### src/rtl/sub_8_serial.sv
// sub_8_serial: bit-serial subtractor, d = a - b - bin, one bit per clock, LSB first.
// A single full-subtractor cell and a borrow flop process the captured operands
// over WIDTH cycles. The ALU multicycle controller uses it for SUB and CMP.
//
// Ports:
//   clk    in   system clock, rising edge
//   rst_n  in   asynchronous active-low reset
//   start  in   operation request, honoured only in IDLE or DONE
//   a      in   minuend (captured on accept)
//   b      in   subtrahend (captured on accept)
//   bin    in   borrow-in (captured on accept)
//   busy   out  high while bits are being processed
//   done   out  one-cycle pulse when d and flags update
//   d      out  difference, modulo 2^WIDTH
//   bout   out  borrow-out (unsigned a < b + bin)
//   zero   out  d == 0
//   ovf    out  signed overflow
module sub_8_serial #(
    parameter int WIDTH = 8
) (
    input  logic             clk,
    input  logic             rst_n,
    input  logic             start,
    input  logic [WIDTH-1:0] a,
    input  logic [WIDTH-1:0] b,
    input  logic             bin,
    output logic             busy,
    output logic             done,
    output logic [WIDTH-1:0] d,
    output logic             bout,
    output logic             zero,
    output logic             ovf
);

    localparam int CW = (WIDTH > 1) ? $clog2(WIDTH) : 1;
    localparam logic [CW-1:0] LAST = CW'(WIDTH - 1);

    typedef enum logic [1:0] {
        IDLE  = 2'd0,
        SHIFT = 2'd1,
        DONE  = 2'd2
    } state_t;

    state_t           state;
    logic [WIDTH-1:0] a_w;
    logic [WIDTH-1:0] b_w;
    logic [WIDTH-1:0] d_sr;
    logic             br;
    logic [CW-1:0]    count;

    logic             ai;
    logic             bi;
    logic             di;
    logic             br_nx;
    logic [WIDTH-1:0] d_nx;

    // Full-subtractor cell: returns {borrow_out, difference}.
    function automatic logic [1:0] fsub(input logic x, input logic y, input logic c);
        logic diff;
        logic bo;
        diff = x ^ y ^ c;
        bo   = (~x & y) | (~(x ^ y) & c);
        return {bo, diff};
    endfunction

    always_comb begin
        ai          = a_w[count];
        bi          = b_w[count];
        {br_nx, di} = fsub(ai, bi, br);
        // Result enters at the MSB and moves down, so bit i ends at position i
        // after WIDTH shifts.
        d_nx        = {di, d_sr[WIDTH-1:1]};
    end

    always_ff @(posedge clk or negedge rst_n) begin
        if (!rst_n) begin
            state <= IDLE;
            a_w   <= '0;
            b_w   <= '0;
            d_sr  <= '0;
            br    <= 1'b0;
            count <= '0;
            busy  <= 1'b0;
            done  <= 1'b0;
            d     <= '0;
            bout  <= 1'b0;
            zero  <= 1'b0;
            ovf   <= 1'b0;
        end else begin
            done <= 1'b0;
            case (state)
                IDLE, DONE: begin
                    if (start) begin
                        a_w   <= a;
                        b_w   <= b;
                        br    <= bin;
                        count <= '0;
                        busy  <= 1'b1;
                        state <= SHIFT;
                    end else begin
                        state <= IDLE;
                    end
                end
                SHIFT: begin
                    d_sr  <= d_nx;
                    br    <= br_nx;
                    count <= count + 1'b1;
                    if (count == LAST) begin
                        // Last bit: publish result and flags together.
                        d     <= d_nx;
                        bout  <= br_nx;
                        zero  <= (d_nx == '0);
                        ovf   <= (a_w[WIDTH-1] != b_w[WIDTH-1]) &&
                                 (d_nx[WIDTH-1] != a_w[WIDTH-1]);
                        count <= '0;
                        busy  <= 1'b0;
                        done  <= 1'b1;
                        state <= DONE;
                    end
                end
                default: state <= IDLE;
            endcase
        end
    end

endmodule

### config.mk
export PLATFORM = sky130hd
export DESIGN_NAME = sub_8_serial
export DESIGN_NICKNAME = d
export VERILOG_FILES = /design/src/rtl/sub_8_serial.sv
export SDC_FILE = /design/constraint.sdc
export NUM_CORES = 1
export LEC_CHECK = 0
export CORE_UTILIZATION = 45
export DETAILED_ROUTE_END_ITERATION = 7
export PLACE_DENSITY = 0.66
export SYNTH_ARGS = -nofsm -noshare
export SYNTH_HDL_FRONTEND = slang
export SYNTH_SLANG_ARGS = --single-unit
### constraint.sdc
create_clock -name clk -period 6.8 [get_ports clk]
set_input_delay 1.36 -clock clk [delete_from_list [all_inputs] [get_ports clk]]
set_output_delay 1.36 -clock clk [all_outputs]
set_load 0.01 [all_outputs]
==> results of run 1 <==
[state kept, by name, summed over array words and instances (netlist names)]
| signal | count |
|---|---|
| state | 2 |
| a_w | 8 |
| busy | 1 |
| d | 8 |
| b_w | 8 |
| count | 3 |
| d_sr | 7 |
| done | 1 |
| br | 1 |
| zero | 1 |
| bout | 1 |
| ovf | 1 |
[power groups by stage]
stage	Combinational (mW)	Clock (mW)	Sequential, mW
global route	0.486	0.164	0.465
global placement	0.430	0	0.448
detailed placement	0.439	0	0.453
CTS	0.441	0.152	0.450
floorplan	0.304	0	0.440
finish	0.432	0.147	0.447
[through the flow]
step	hold slack, ns	worst slack [ns]	std cells
2_1_floorplan	0.466	4.48	131
3_3_place_gp	0.463	4.01	206
3_5_place_dp	0.469	3.99	206
4_1_cts	0.486	4.15	213
5_1_grt	0.502	4.07	213
6_report	0.475	4.19	213
[cells by family after synthesis]
logic type | share of synthesized area (%)
flip-flops | 59.2
AND/OR/NAND/NOR | 9.09
multiplexers | 22.3
AO/OA/AOI/OAI | 4.09
buffers and inverters | 2.75
adder cells (fa/ha/maj) | 2.54
[area by class of cell]
cell class                 count  area [µm²]  share of cell area (%)
clock buffer                   7        76.3                    3.47
inverter                       4        15.0                   0.682
multi-input combinational     79         676                    30.7
sequential                    42        1050                    47.8
tap                           48        60.1                    2.73
timing repair buffer          33         323                    14.7
[cell usage after synthesis (all sizes together), types with 2 or more instances]
library cell  instances  area [µm²]
mux4                  4         105
dfrtp                42        1050
clkbuf                2        7.51
nor4                  2        12.5
buf                   4        26.3
nor2b                 2        12.5
a21o                  3        23.8
nor2                  3        11.3
inv                   4        15.0
mux2                 25         282
ha                    2        25.0
nand2                25        93.8
o21ai                 3        15.0
[worst max-delay path, cell delays in order, from the launching register on]
cell and delay [ns]:
dfrtp_1 0.53, mux4_1 0.59, mux2_2 0.29, fa_1 0.56
nor4_1 0.33, nand2_1 0.09, o21ai_0 0.14
[per-layer routing]
layer	vias up	global-route usage (%)
met2	26	28.3
li1	522	-
met3	5	5.81
met5	-	0
met4	0	5.00
met1	556	20.0
[path summary, 6_finish.rpt]
kind,startpoint,end,slack [ns],cells past startpoint
max in group asynchronous,rst_n,d[6],5.05,1
worst max register to register,count[0],zero,4.19,6
worst min-delay path,zero,zero,0.48,2
worst max-delay path,count[0],zero,4.19,6
worst min register to register,zero,zero,0.48,2
min in group asynchronous,rst_n,d_sr[2],1.20,1
==> key figures, run 1 <==
Layout
  • Most frequent cells in the layout: dfrtp_1, clkdlybuf4s50_1, mux2_2, nand2_1, clkbuf_8
  • Post-route cell area: roughly 2200 µm²
  • Area delta synth->final: 24.0%
  • # fillers: 320
  • Fraction of layout cells with a size suffix above 1: a little over 20%
  • Commonest non-fill, non-tap cell in the layout: dfrtp_1
  • Antenna diodes: 0
  • Nets: approximately 190
  • Core Util, Final: 59.2%

Timing
  • Slew Limit Fails: 0
  • RSZ-0062 raised after global routing: no
  • Slew margin rel.: between 40% and 50%
  • Crit path time final: ~2.6 ns
  • Slew @ Worst Pin: 0.897 ns
  • Worst clock skew: between 0.006 and 0.007 ns
  • Final setup fails: 0
  • Count of final hold-check violations: 0
  • F_max: between 300 and 400 MHz
  • Setup TNS: 0 ns
  • Final worst path period share: between 30% and 40%

Route
  • DRC: 0
  • Top sig layer: met4
  • Initial drt markers: slightly above 80
  • Wire length on met3: about 140 µm
  • Routed Antenna Nets: 0
  • Met1 wire length: 1240 µm
  • WL met2: about 1600 µm
  • Vias per inst: between 5 and 6
  • Vias after detailed routing: 1109
  • Post-DR wirelength/cell: about 14 µm
  • Final wirelength: between 2000 and 3000 µm
  • DRT Pass-1 Iters: 4

Synthesis
  • Post-synthesis cell count: about 130
  • Ys async rst share: between 90% and 100%
  • Syn_nets: roughly 150
  • EDFF count, synth: 0
  • Sequential area share after synthesis: 59.2%
  • Main synth FF type: dfrtp_1
  • Syn Area/Cell: about 14 µm²
  • Yosys warnings: 0
  • Synthesized area: between 1500 and 2000 µm²
  • Distinct cell type count of the synthesized netlist: 25
  • Yosys reg bits: 42

Worst setup path
  • CP arrival: around 2.8 ns
  • WP data required: approximately 7.0 ns
  • CP Launch Type: register
  • Worst setup path category: reg2reg
  • CP endpoint kind: register
  • Max FO, Critical Path: 7

Power
  • Cell-internal power: 0.688 mW
  • Clock share of power: between 10% and 20%
  • Max VDD drop: between 150 and 200 µV
  • LEAKAGE: 1.00 nW
  • Pwr Total: roughly 1.0 mW
  • Seq pwr share: between 40% and 50%
  • Logic pwr share: 42.1%
  • Power Dens Cells: between 400 and 500 nW/µm²
  • Psw: ~0.34 mW
  • Sw frac: 32.9%

CTS
  • CTS clk-pin slew, worst paths: approximately 0.070 ns
  • Clock Path Buffers: 2
  • Post-cts sizing count: 0
  • Num CTS Buffers: 5
  • H-tree depth: 2
  • CTS tree: built
  • Post-CTS setup buffers: 0
  • Clock sink count: 42
  • Hold-fix buffers, CTS: 0
  • Clk_lat worst skew: just under 0.3 ns
  • Root buffer selected by CTS: clkbuf_8

Placed design
  • RePlAce Congestion: 0.800
  • Port buffer count: 32
  • DP HPWL: just over 2000 µm
  • Post-DP Area: about 2100 µm²

Outcome
  • Status: completed

Floorplan
  • Starting Density: between 40% and 50%
  • Top-Level Pins: 33
  • Row count: 22
  • Die area: between 4000 and 5000 µm²
  • Die Span X: roughly 65 µm
  • Core area: between 3000 and 4000 µm²
  • Die height: between 60 and 70 µm

Job
  • Max-cap violations: 0

GRT
  • First-pass GRT wire length: roughly 5200 µm
  • Largest net degree at the start of global routing: 43
  • Total GRT Usage: between 10% and 20%
  • Initial antenna violation count: 0
  • Grt total ovfl: 0
  • Vias in the first global route: 1164

Hold path
  • Tightest Hold Check Type: reg2reg
Power figures use the tool's default switching activity.
==> run 2, diff against run 1 <==
--- a/config.mk
+++ b/config.mk
@@ -7,7 +7,7 @@
 export LEC_CHECK = 0
 export CORE_UTILIZATION = 45
 export DETAILED_ROUTE_END_ITERATION = 7
-export PLACE_DENSITY = 0.66
+export PLACE_DENSITY = 0.69
 export SYNTH_ARGS = -nofsm -noshare
 export SYNTH_HDL_FRONTEND = slang
 export SYNTH_SLANG_ARGS = --single-unit
==> constraint.sdc (replaced) <==
create_clock -name clk -period 2.3 [get_ports clk]
set_input_delay 0.46 -clock clk [delete_from_list [all_inputs] [get_ports clk]]
set_output_delay 0.46 -clock clk [all_outputs]
set_load 0.01 [all_outputs]
==> key figures, run 2 (synthesized netlist as in run 1, its figures left out) <==
Floorplan
  • Die Span X: 64.8 µm (unchanged)
  • Die area: 4200 µm² (unchanged)
  • Starting Density: 47.8% (unchanged)
  • Die height: 64.8 µm (unchanged)
  • Top-Level Pins: 33 (unchanged)
  • Row count: 22 (unchanged)
  • Core area: 3720 µm² (unchanged)

Timing
  • Worst clock skew: 0.00429 ns (-0.00188 ns)
  • Crit path time final: 2.24 ns (-0.371 ns)
  • Slew margin rel.: 72.5% (+32 points)
  • F_max: 447 MHz (+17%)
  • Fin Hold WS: 0.0458 ns (-0.429 ns)
  • RSZ-0062 raised after global routing: yes
  • Final setup fails: 0 (unchanged)
  • Slew Limit Fails: 0 (unchanged)
  • Final worst path period share: 97.3% (+59 points)
  • Count of final hold-check violations: 0 (unchanged)
  • Slew @ Worst Pin: 0.411 ns (-0.487 ns)

CTS
  • Clock Path Buffers: 2 (unchanged)
  • CTS clk-pin slew, worst paths: 0.08 ns (about the same)
  • Hold-fix buffers, CTS: 0 (unchanged)
  • H-tree depth: 2 (unchanged)
  • Clk_lat worst skew: 0.29 ns (about the same)
  • Num CTS Buffers: 5 (unchanged)
  • Clock sink count: 42 (unchanged)
  • Root buffer selected by CTS: clkbuf_8
  • CTS tree: built

Route
  • Vias per inst: 5.22 (+0.20%)
  • Vias after detailed routing: 1153 (+4.0%)
  • Initial drt markers: 60 (-27%)
  • Post-DR wirelength/cell: 14.7 µm (+5.0%)
  • Routed Antenna Nets: 0 (unchanged)
  • DRC: 0 (unchanged)
  • DRT Pass-1 Iters: 4 (unchanged)
  • Final wirelength: 3240 µm (+9.0%)

GRT
  • First-pass GRT wire length: 5660 µm (+8.9%)
  • Vias in the first global route: 1228 (+5.5%)
  • Total GRT Usage: 18.5% (+1.8 points)
  • Grt total ovfl: 0 (unchanged)
  • Initial antenna violation count: 0 (unchanged)
  • Largest net degree at the start of global routing: 20 (-53%)

Worst setup path
  • Slowest CP cell: mux4_1
  • CP Launch Type: register
  • WP data required: 2.51 ns (-4.49 ns)
  • R2R setup slack: 0.06 ns (-4.13 ns)
  • Worst setup path category: reg2reg
  • CP peak stage delay: 0.57 ns (-0.02 ns)
  • Max FO, Critical Path: 5 (-2)
  • CP arrival: 2.45 ns (-0.37 ns)
  • CP endpoint kind: register
  • CP cell instances: mux4_1 > mux2_2 > fa_2 > and3b_1 > a21oi_2 > o21ai_0

Placed design
  • DP HPWL: 2430 µm (+18%)
  • Port buffer count: 32 (unchanged)
  • Cell count after placement: 211 (+2.4%)
  • Post-DP Area: 2160 µm² (+1.8%)
  • RePlAce Congestion: 0.744 (-7.0%)

Layout
  • Commonest non-fill, non-tap cell in the layout: dfrtp_1
  • Layout Cells excl Fill: 221 (+3.8%)
  • Area delta synth->final: 31.0%
  • Fraction of layout cells with a size suffix above 1: 28.3% (+7.7 points)
  • Antenna diodes: 0 (unchanged)
  • Largest registers: a_w x8, b_w x8, d x8
  • Nets: 195 (+3.7%)
  • Most frequent cells in the layout: dfrtp_1, clkdlybuf4s50_1, mux2_2, nand2_1, buf_4
  • Post-route cell area: 2330 µm² (+5.7%)

Power
  • LEAKAGE: 1.06 nW (+5.8%)
  • Power Dens Cells: 1480 nW/µm² (+220%)
  • Pwr Total: 3.44 mW (+240%)
  • Max VDD drop: 675 µV (+300%)

Outcome
  • Status: completed

Hold path
  • Tightest Hold Check Type: in2async

Job
  • Max-cap violations: 0 (unchanged)
[run 2: cell count changes in the layout (fill, tap and decap cells not counted), moves of 2 or more]
cell       before  now
mux4_1          4    2
mux4_2          0    2
bufinv_16       0    2
clkbuf_1        2    0
buf_4           1    7
[run 2: final timing paths]
| kind | startpoint | to | cells past startpoint |
|---|---|---|---|
| setup / recovery | count[0] | ovf | 6 |
| hold / removal | rst_n | zero | 1 |
| setup reg to reg | count[0] | ovf | 6 |
| hold reg to reg | busy | busy | 1 |
| max in group asynchronous | rst_n | a_w[3] | 2 |
| min in group clk | busy | busy | 1 |
[run 2: final cells by class]
| class | count | area (µm²) |
|---|---|---|
| fillers | 307 | 1390 |
| flip-flops and latches | 42 | 1050 |
| multi-input cells | 79 | 678 |
| repair buffers | 40 | 379 |
| clock buffers | 6 | 82.6 |
| clock inverters | 2 | 60.1 |
| well taps | 48 | 60.1 |
| inverters | 4 | 15.0 |
[run 2: power by group]
group          internal (mW)  switching (mW)
clock                  0.463           0.248
sequential              1.08           0.246
combinational          0.833           0.568
[run 2: through the flow]
stage | util, % | TNS (ns) | setup slack (ns)
2_1_floorplan | - | 0 | 0.0220
3_3_place_gp | 58.2 | 0 | 0.0477
3_5_place_dp | 58.2 | 0 | 0.00161
4_1_cts | 62.0 | 0 | 0.00498
5_1_grt | 62.6 | -0.0520 | -0.0263
6_report | 62.6 | 0 | 0.0610
[run 2: per-layer routing]
metal	vias up	GRT usage, %	share of wire (%)
met4	0	7.50	1.3
met5	-	0	0
met1	580	21.2	41
met2	33	32.2	53
li1	534	-	-
met3	6	5.28	4.6
[run 2: worst max-delay path: cells and delay by family, from the launching register on]
family / cells / cell delay (ns)
compound gates: 2 / 0.16
fa+ha+maj: 1 / 0.56
flops: 1 / 0.40
simple gates: 1 / 0.18
mux: 2 / 0.86
[run 2: repair_timing]
action,CTS,global route
endpoints found under the setup margin,2,2
hold endpoints to repair,0,0
resized for setup,1,6
pin swaps,1,2
setup buffers,0,2
==> run 3, diff against run 2 <==
--- a/config.mk
+++ b/config.mk
@@ -7,6 +7,7 @@
 export LEC_CHECK = 0
 export CORE_UTILIZATION = 45
 export DETAILED_ROUTE_END_ITERATION = 7
+export HOLD_SLACK_MARGIN = 0.06
 export PLACE_DENSITY = 0.69
 export SYNTH_ARGS = -nofsm -noshare
 export SYNTH_HDL_FRONTEND = slang
==> key figures, run 3 (synthesized netlist as in run 1, its figures left out) <==
Layout
  • Fraction of layout cells with a size suffix above 1: 28.2% (-0.16 points)
  • Nets: 196 (+0.51%)
  • Largest registers: a_w x8, b_w x8, d x8
  • Commonest non-fill, non-tap cell in the layout: dfrtp_1
  • Area delta synth->final: 31.6%
  • Layout Cells excl Fill: 222 (+0.45%)
  • Most frequent cells in the layout: dfrtp_1, clkdlybuf4s50_1, mux2_2, nand2_1, buf_4
  • Antenna diodes: 0 (unchanged)

CTS
  • H-tree depth: 2 (unchanged)
  • Num CTS Buffers: 5 (unchanged)
  • Clk_lat worst skew: 0.29 ns (about the same)
  • Clock sink count: 42 (unchanged)
  • Root buffer selected by CTS: clkbuf_8
  • CTS clk-pin slew, worst paths: 0.08 ns (about the same)
  • CTS tree: built
  • Clock Path Buffers: 2 (unchanged)

Route
  • Initial drt markers: 61 (+1.7%)
  • DRT Pass-1 Iters: 4 (unchanged)
  • Post-DR wirelength/cell: 14.6 µm (-0.20%)
  • Routed Antenna Nets: 0 (unchanged)
  • DRC: 0 (unchanged)
  • Vias after detailed routing: 1156 (+0.26%)
  • Final wirelength: 3250 µm (+0.25%)
  • Vias per inst: 5.21 (-0.19%)

Floorplan
  • Top-Level Pins: 33 (unchanged)
  • Die area: 4200 µm² (unchanged)
  • Core area: 3720 µm² (unchanged)
  • Die Span X: 64.8 µm (unchanged)
  • Starting Density: 47.8% (unchanged)
  • Row count: 22 (unchanged)
  • Die height: 64.8 µm (unchanged)

GRT
  • Vias in the first global route: 1228 (unchanged)
  • Total GRT Usage: 18.5% (unchanged)
  • Largest net degree at the start of global routing: 20 (unchanged)
  • Initial antenna violation count: 0 (unchanged)
  • First-pass GRT wire length: 5660 µm (unchanged)
  • Grt total ovfl: 0 (unchanged)

Worst setup path
  • Worst setup path category: reg2reg
  • WP data required: 2.51 ns (about the same)
  • R2R setup slack: 0.06 ns (about the same)
  • CP endpoint kind: register
  • Max FO, Critical Path: 5 (unchanged)
  • CP arrival: 2.45 ns (about the same)
  • CP Launch Type: register

Placed design
  • Cell count after placement: 211 (unchanged)
  • RePlAce Congestion: 0.744 (unchanged)
  • DP HPWL: 2430 µm (unchanged)
  • Port buffer count: 32 (unchanged)

Outcome
  • Status: completed

Timing
  • Slew Limit Fails: 0 (unchanged)
  • Final worst path period share: 97.3% (about the same)
  • Count of final hold-check violations: 0 (unchanged)
  • Slew @ Worst Pin: 0.410 ns (-0.000525 ns)
  • Worst clock skew: 0.00425 ns (-0.0000423 ns)
  • RSZ-0062 raised after global routing: yes
  • F_max: 447 MHz (about the same)
  • Slew margin rel.: 72.5% (about the same)
  • Crit path time final: 2.24 ns (-0.0000591 ns)
  • Final setup fails: 0 (unchanged)
  • Fin Hold WS: 0.485 ns (+0.439 ns)

Job
  • Max-cap violations: 0 (unchanged)

Power
  • Max VDD drop: 675 µV (about the same)
  • Power Dens Cells: 1470 nW/µm² (-0.38%)
  • LEAKAGE: 1.07 nW (+0.39%)

Hold path
  • Tightest Hold Check Type: reg2reg
## run 3: changes by cell type in the layout (fill, tap and decap cells not counted), sizes merged
cell,previous run,this run
dlygate4sd3,0,1
## run 3: metrics by stage
| step | TNS [ns] | instance area (µm²) | setup WS [ns] | total power [mW] | utilization [%] |
|---|---|---|---|---|---|
| after floorplan | 0 | 1780 | 0.0220 | 2.20 | - |
| after global placement | 0 | 2160 | 0.0477 | 2.61 | 58.2 |
| after detailed placement | 0 | 2160 | 0.00161 | 2.67 | 58.2 |
| after CTS | 0 | 2310 | 0.00498 | 3.38 | 62.3 |
| after global routing | -0.0520 | 2340 | -0.0263 | 3.70 | 62.9 |
| final | 0 | 2340 | 0.0610 | 3.44 | 62.9 |
## run 3: report_power, final
| group | switching (mW) | total (mW) | internal, mW |
|---|---|---|---|
| clock | 0.248 | 0.711 | 0.463 |
| sequential | 0.246 | 1.33 | 1.08 |
| combinational | 0.569 | 1.40 | 0.834 |
## run 3: routing by layer
layer	vias to the layer above	global-route usage [%]	wire length (µm)
met1	581	21.2	1330
met4	0	7.50	43
met5	-	0	0
met3	6	5.28	150
li1	536	-	-
met2	33	32.2	1720
## run 3: critical path: stages, from the launching register on
cell and delay, ns:
dfrtp_1 0.40, mux4_1 0.57, mux2_2 0.29, fa_2 0.56, and3b_1 0.18, a21oi_2 0.03
o21ai_0 0.13
## run 3: layout make-up
| type | instances | area [µm²] |
|---|---|---|
| tap | 48 | 60.1 |
| multi-input combinational | 79 | 678 |
| fill | 306 | 1380 |
| clock inverter | 2 | 60.1 |
| clock buffer | 6 | 82.6 |
| inverter | 4 | 15.0 |
| sequential | 42 | 1050 |
| timing repair buffer | 41 | 389 |
## run 3: path summary, 6_finish.rpt
kind	from	to	cells past startpoint
min in group asynchronous	rst_n	zero	2
min reg2reg	busy	busy	1
max reg2reg	count[0]	ovf	6
max	count[0]	ovf	6
min	busy	busy	1
max in group asynchronous	rst_n	a_w[3]	3
## run 3: timing repair
item / CTS / global route
gates resized for setup: 1 / 6
hold endpoints to repair: 13 / 0
hold buffers: 1 / 0
pin swaps: 1 / 2
setup buffers: 0 / 2
gates cloned: 0 / 0
setup endpoints to repair: 2 / 2
